--- src/rtl/mult_table_scanner.sv ---
// mult_table_scanner: walks every (a,b) pair of the 8x8 times-table memory in
// row-major order, pairs each returned product with the operands that produced
// it, streams the result out on a valid/ready port and tallies mismatches
// against an arithmetic a*b for board-level memory self-test.
module mult_table_scanner #(
  parameter bit CHECK_EN = 1'b1
) (
  input  logic       clk,
  input  logic       rst_n,
  input  logic       start,
  output logic [2:0] mul_a,
  output logic [2:0] mul_b,
  output logic       mul_read,
  input  logic [5:0] mul_result,
  output logic       out_valid,
  input  logic       out_ready,
  output logic [2:0] out_a,
  output logic [2:0] out_b,
  output logic [5:0] out_result,
  output logic       out_mismatch,
  output logic       busy,
  output logic       done,
  output logic [6:0] err_count
);

  typedef enum logic [1:0] {
    S_IDLE  = 2'd0,
    S_SCAN  = 2'd1,
    S_DRAIN = 2'd2,
    S_DONE  = 2'd3
  } state_t;

  state_t     r_state;
  state_t     w_state_nxt;
  logic [5:0] r_idx;
  logic [2:0] r_out_a;
  logic [2:0] r_out_b;
  logic       r_out_valid;
  logic [6:0] r_err_count;

  logic       w_read;
  logic       w_consume;
  logic       w_start_ok;
  logic       w_mismatch;
  logic       w_busy;
  logic       w_done;

  // Reference product; 7*7 = 49 fits in the 6-bit result width.
  function automatic logic [5:0] ref_product(input logic [2:0] a, input logic [2:0] b);
    logic [5:0] p;
    p = {3'b000, a} * {3'b000, b};
    return p;
  endfunction

  // A read is only issued when the output slot is free or being freed this
  // cycle, so the memory's held output always belongs to the presented beat.
  assign w_read    = (r_state == S_SCAN) && (!r_out_valid || out_ready);
  assign w_consume = r_out_valid && out_ready;
  assign w_mismatch = CHECK_EN && r_out_valid &&
                      (mul_result != ref_product(r_out_a, r_out_b));

  // State register.
  always_ff @(posedge clk or negedge rst_n) begin
    if (!rst_n) begin
      r_state <= S_IDLE;
    end else begin
      r_state <= w_state_nxt;
    end
  end

  // Next-state logic and status decode.
  always_comb begin
    w_state_nxt = r_state;
    w_start_ok  = 1'b0;
    w_busy      = 1'b0;
    w_done      = 1'b0;
    case (r_state)
      S_IDLE: begin
        if (start) begin
          w_start_ok  = 1'b1;
          w_state_nxt = S_SCAN;
        end
      end
      S_SCAN: begin
        w_busy = 1'b1;
        if (w_read && (r_idx == 6'd63)) begin
          w_state_nxt = S_DRAIN;
        end
      end
      S_DRAIN: begin
        w_busy = 1'b1;
        if (w_consume) begin
          w_state_nxt = S_DONE;
        end
      end
      S_DONE: begin
        w_done = 1'b1;
        if (start) begin
          w_start_ok  = 1'b1;
          w_state_nxt = S_SCAN;
        end
      end
      default: begin
        w_state_nxt = S_IDLE;
      end
    endcase
  end

  // Scan index, beat operand capture, beat valid and error tally.
  always_ff @(posedge clk or negedge rst_n) begin
    if (!rst_n) begin
      r_idx       <= 6'd0;
      r_out_a     <= 3'd0;
      r_out_b     <= 3'd0;
      r_out_valid <= 1'b0;
      r_err_count <= 7'd0;
    end else begin
      if (w_start_ok) begin
        r_idx       <= 6'd0;
        r_err_count <= 7'd0;
      end else begin
        if (w_read) begin
          r_idx <= r_idx + 6'd1;
        end
        if (w_consume && w_mismatch) begin
          r_err_count <= r_err_count + 7'd1;
        end
      end
      if (w_read) begin
        r_out_a     <= r_idx[5:3];
        r_out_b     <= r_idx[2:0];
        r_out_valid <= 1'b1;
      end else if (w_consume) begin
        r_out_valid <= 1'b0;
      end
    end
  end

  assign mul_a        = r_idx[5:3];
  assign mul_b        = r_idx[2:0];
  assign mul_read     = w_read;
  assign out_valid    = r_out_valid;
  assign out_a        = r_out_a;
  assign out_b        = r_out_b;
  assign out_result   = mul_result;
  assign out_mismatch = w_mismatch;
  assign busy         = w_busy;
  assign done         = w_done;
  assign err_count    = r_err_count;

endmodule

--- config.mk ---
export PLATFORM = sky130hd
export DESIGN_NAME = mult_table_scanner
export DESIGN_NICKNAME = d
export VERILOG_FILES = /design/src/rtl/mult_table_scanner.sv
export SDC_FILE = /design/constraint.sdc
export NUM_CORES = 1
export LEC_CHECK = 0
export CAP_MARGIN = 20
export CORE_MARGIN = 1.5
export CORE_UTILIZATION = 35
export CTS_CLUSTER_SIZE = 40
export DETAILED_ROUTE_END_ITERATION = 10
export DONT_BUFFER_PORTS = 1
export HOLD_SLACK_MARGIN = 0.05
export SLEW_MARGIN = 20
export SYNTH_ARGS = -nofsm -noshare
export SYNTH_HDL_FRONTEND = slang
export SYNTH_SLANG_ARGS = --single-unit
--- constraint.sdc ---
create_clock -name clk -period 3.84 [get_ports clk]
set_input_delay 0.576 -clock clk [delete_from_list [all_inputs] [get_ports clk]]
set_output_delay 0.576 -clock clk [all_outputs]
set_load 0.01 [all_outputs]
==> run_results.csv <==
group,metric,value,unit
outcome,status,"complete, no violations",
finish,num_antenna_cells,0,
finish,final_nets,155,
synthesis,yosys_register_bits,22,
route,wirelength,2630,um
hold_path,holdPathEnd,"r_state[1]$_DFFE_PN0P_",
setup_path,path_class,"register to output port",
floorplan,core,3720,sq um
placement,io_buffers,0,
timing,final_max_slew_viol_count,0,
setup_path,cpPeakStageDelay,0.53,ns
timing,worst_pin_slew,0.979,ns
power_and_ir_drop,ir_worst_vdd,0.289,mV
route,drt_iter0_drc,15,
clock_network,insertion_delay,0.26,ns
global_routing,track_usage,13.9,%
floorplan,floorplan.initialDensity,36.8,%
synthesis,yosysWarnings,0,
route,dr.pass1.iters,4,
power_and_ir_drop,p_int,484,uW
timing,rsz0062_at_grt,"false",
timing,clock.fmax,289,MHz
setup_path,cp-start-kind,"register",
clock_network,path_clk_slew,0.08,ns
floorplan,io_pins,40,
timing,finalClockSkew,0.00448,ns
clock_network,cts_buffers,3,
synthesis,synth.area.top_cells,"dfrtp_1 40%, ha_1 10%, and2_1 5.5%, xor2_1 5.1%, mux2_2 4.9%",
setup_path,reg2reg_from,"out_b[2]$_DFFE_PN0P_",
finish,drive_gt1_share,11.5,%
setup_path,worstSetupEndpointType,"output port",
clock_network,cts_resized,0,
global_routing,first_global_vias,1005,
finish,syn_to_final_growth,5.58,%
power_and_ir_drop,power.switching,320,uW
power_and_ir_drop,netSwitchingFraction,39.8,%
placement,hpwlAfterDp,2110,um
setup_path,cp-startpoint,"out_b[2]$_DFFE_PN0P_",
timing,slew_headroom,34.5,%
global_routing,antenna_found_initial,0,
timing,min_period_over_period,90.1,%
floorplan,die_w,65.5,um
timing,setup_violations,0,
timing,finalCriticalPeriod,3.46,ns
setup_path,crit_top_cell,"fa_1",
power_and_ir_drop,p_seq_share,47.1,%
clock_network,cts_buffer_depth,2,
power_and_ir_drop,combPwrFrac,32.9,%
synthesis,syn-mean-instance-area,10.3,sq um
setup_path,crit_fanout,5,
hold_path,hp-class,"primary input to register",
clock_network,clock-root-buffer,"clkbuf_8",
setup_path,cp.depth,9,
hold_path,worstHoldPathCells,2,
synthesis,yosysTopAreaCellShare,40.2,%
floorplan,die_h,65.5,um
route,ant_nets,0,
global_routing,grt_overflow,0,
floorplan,dieArea,4290,sq um
synthesis,synth_nets,156,
route,route.detailed.drc,0,
floorplan,rows,22,
setup_path,path_cells,"and2_1 -> fa_1 -> ha_1 -> inv_1 -> fa_1 -> xnor2_1 -> nor3_1 -> nand3_2 -> o21a_1",
timing,fin_setup_tns,0,ns
power_and_ir_drop,p_leak,0.000686,uW
clock_network,numClockSinks,22,
setup_path,critical_path_buf_inv_count,1,
synthesis,seq_area_frac_synth,40.2,%
timing,hold_violations,0,
setup_path,required,3.26,ns
setup_path,cp_top_family,"adder cells",
clock_network,post-cts-setup-buffers,0,
global_routing,grt_pass1_wl,4570,um
setup_path,reg2reg_slack,0.77,ns
setup_path,rr_worst_depth,11,
synthesis,ys_types,33,
route,via_count,902,
route,routedWlPerCell,14.7,um
clock_network,cts_tree,"done",
power_and_ir_drop,pwr-share-clk,20.0,%
power_and_ir_drop,total_power,804,uW
power_and_ir_drop,p_per_area,557,nW/um^2
synthesis,netlist_area,1370,sq um
setup_path,timing.rr.end,"err_count[5]$_DFFE_PN0P_",
route,routed_via_density,5.04,
setup_path,arrival,2.88,ns
placement,place_congestion,0.804,
synthesis,synthCells,133,
synthesis,synth_area_leader_cell,"dfrtp_1",
global_routing,grt_max_degree,23,
hold_path,hp-start,"start",
job,cap_violations,0,
clock_network,htreeDepth,1,
setup_path,slowest_stage,"fa_1",
## through the flow
| step | util [%] | setup WS [ns] | hold slack (ns) | area, sq um | std cells |
|---|---|---|---|---|---|
| after floorplan | - | 0.814 | 0.280 | 1370 | 133 |
| after global placement | 37.1 | 0.677 | 0.281 | 1380 | 174 |
| after CTS | 38.9 | 0.342 | 0.505 | 1450 | 179 |
| after global routing | 38.9 | 0.202 | 0.512 | 1450 | 179 |
| final | 38.9 | 0.380 | 0.505 | 1450 | 179 |
| after detailed placement | 37.1 | 0.639 | 0.281 | 1380 | 174 |
## metal layers
metal / track usage (%) / vias up / share of wire (%)
met5: 0 / - / 0
met1: 15.5 / 443 / 40
met4: 5.47 / 0 / 0.87
li1: - / 439 / -
met2: 26.0 / 18 / 54
met3: 2.23 / 2 / 4.4
## cells in the mapped netlist, drive strengths merged
cell type and count:
a21o 1, a21oi 4, a22o 1, a22oi 1, and2 12, and3 1
buf 7, clkinv 1, dfrtp 22, fa 2, ha 11, inv 6
mux2 6, mux2i 1, nand2 11, nand2b 2, nand3 5, nand4 2
nor2 9, nor3 1, o2111ai 2, o21a 1, o21ai 5, o21bai 1
or3 2, xnor2 8, xor2 8
## registers in the layout, indices dropped and copies added (netlist names)
register	flops
err_count	7
out_a	3
out_b	3
out_valid	1
r_idx	6
r_state	2
## placed cells by master, fill, tap and decap left out
cell type       n
ha_1           11
mux2_2          6
clkbuf_8        4
nor3_1          1
nand3_2         1
a21oi_1         3
o2111ai_1       2
xnor2_1         7
nand3_1         4
fa_1            2
mux2i_1         1
and2_1         12
nand2_2         1
dlygate4sd3_1   1
nand2b_1        2
o21bai_2        1
nor2_1          9
xor2_1          8
o21a_1          1
nand2_1        10
a22o_1          1
a21o_1          1
clkinv_1        1
or3_1           2
a22oi_1         1
dfrtp_1        22
inv_1           6
xnor2_2         1
and3_1          1
o21ai_1         1
nand4_1         2
o21ai_0         4
a21oi_2         1
## cell families after synthesis
| logic type | after synthesis | share of synthesized area, % |
|---|---|---|
| AND/OR/NAND/NOR | 45 | 16.9 |
| buffers and inverters | 14 | 5.48 |
| XOR/XNOR | 16 | 10.8 |
| AO/OA/AOI/OAI | 16 | 7.95 |
| adder cells (fa/ha/maj) | 13 | 13.0 |
| multiplexers | 7 | 5.67 |
| flip-flops | 22 | 40.2 |
## power groups by stage
stage / clock network, uW / registers [uW] / logic (uW)
floorplan: 0 / 362 / 223
global placement: 0 / 383 / 248
detailed placement: 0 / 386 / 260
CTS: 165 / 381 / 268
global route: 174 / 391 / 302
finish: 161 / 379 / 265
## worst max-delay path by stage
| stage | to |
|---|---|
| 6_report | out_mismatch |
| 5_1_grt | out_mismatch |
| 4_1_cts | out_mismatch |
| 3_5_place_dp | out_mismatch |
| 3_3_place_gp | out_mismatch |
| 2_1_floorplan | out_mismatch |
## what timing repair did
action,4_1_cts,5_1_grt
endpoints found under the hold margin,22,0
endpoints found under the setup margin,0,0
hold buffers,1,0
## final cells by class
class / instances / area, sq um
clock buffers: 4 / 55.1
multi-input cells: 97 / 743
well taps: 48 / 60.1
fillers: 380 / 2270
flip-flops and latches: 22 / 551
inverters: 7 / 26.3
repair buffers: 1 / 10.0
No activity file was read; power rests on OpenSTA's default activity.
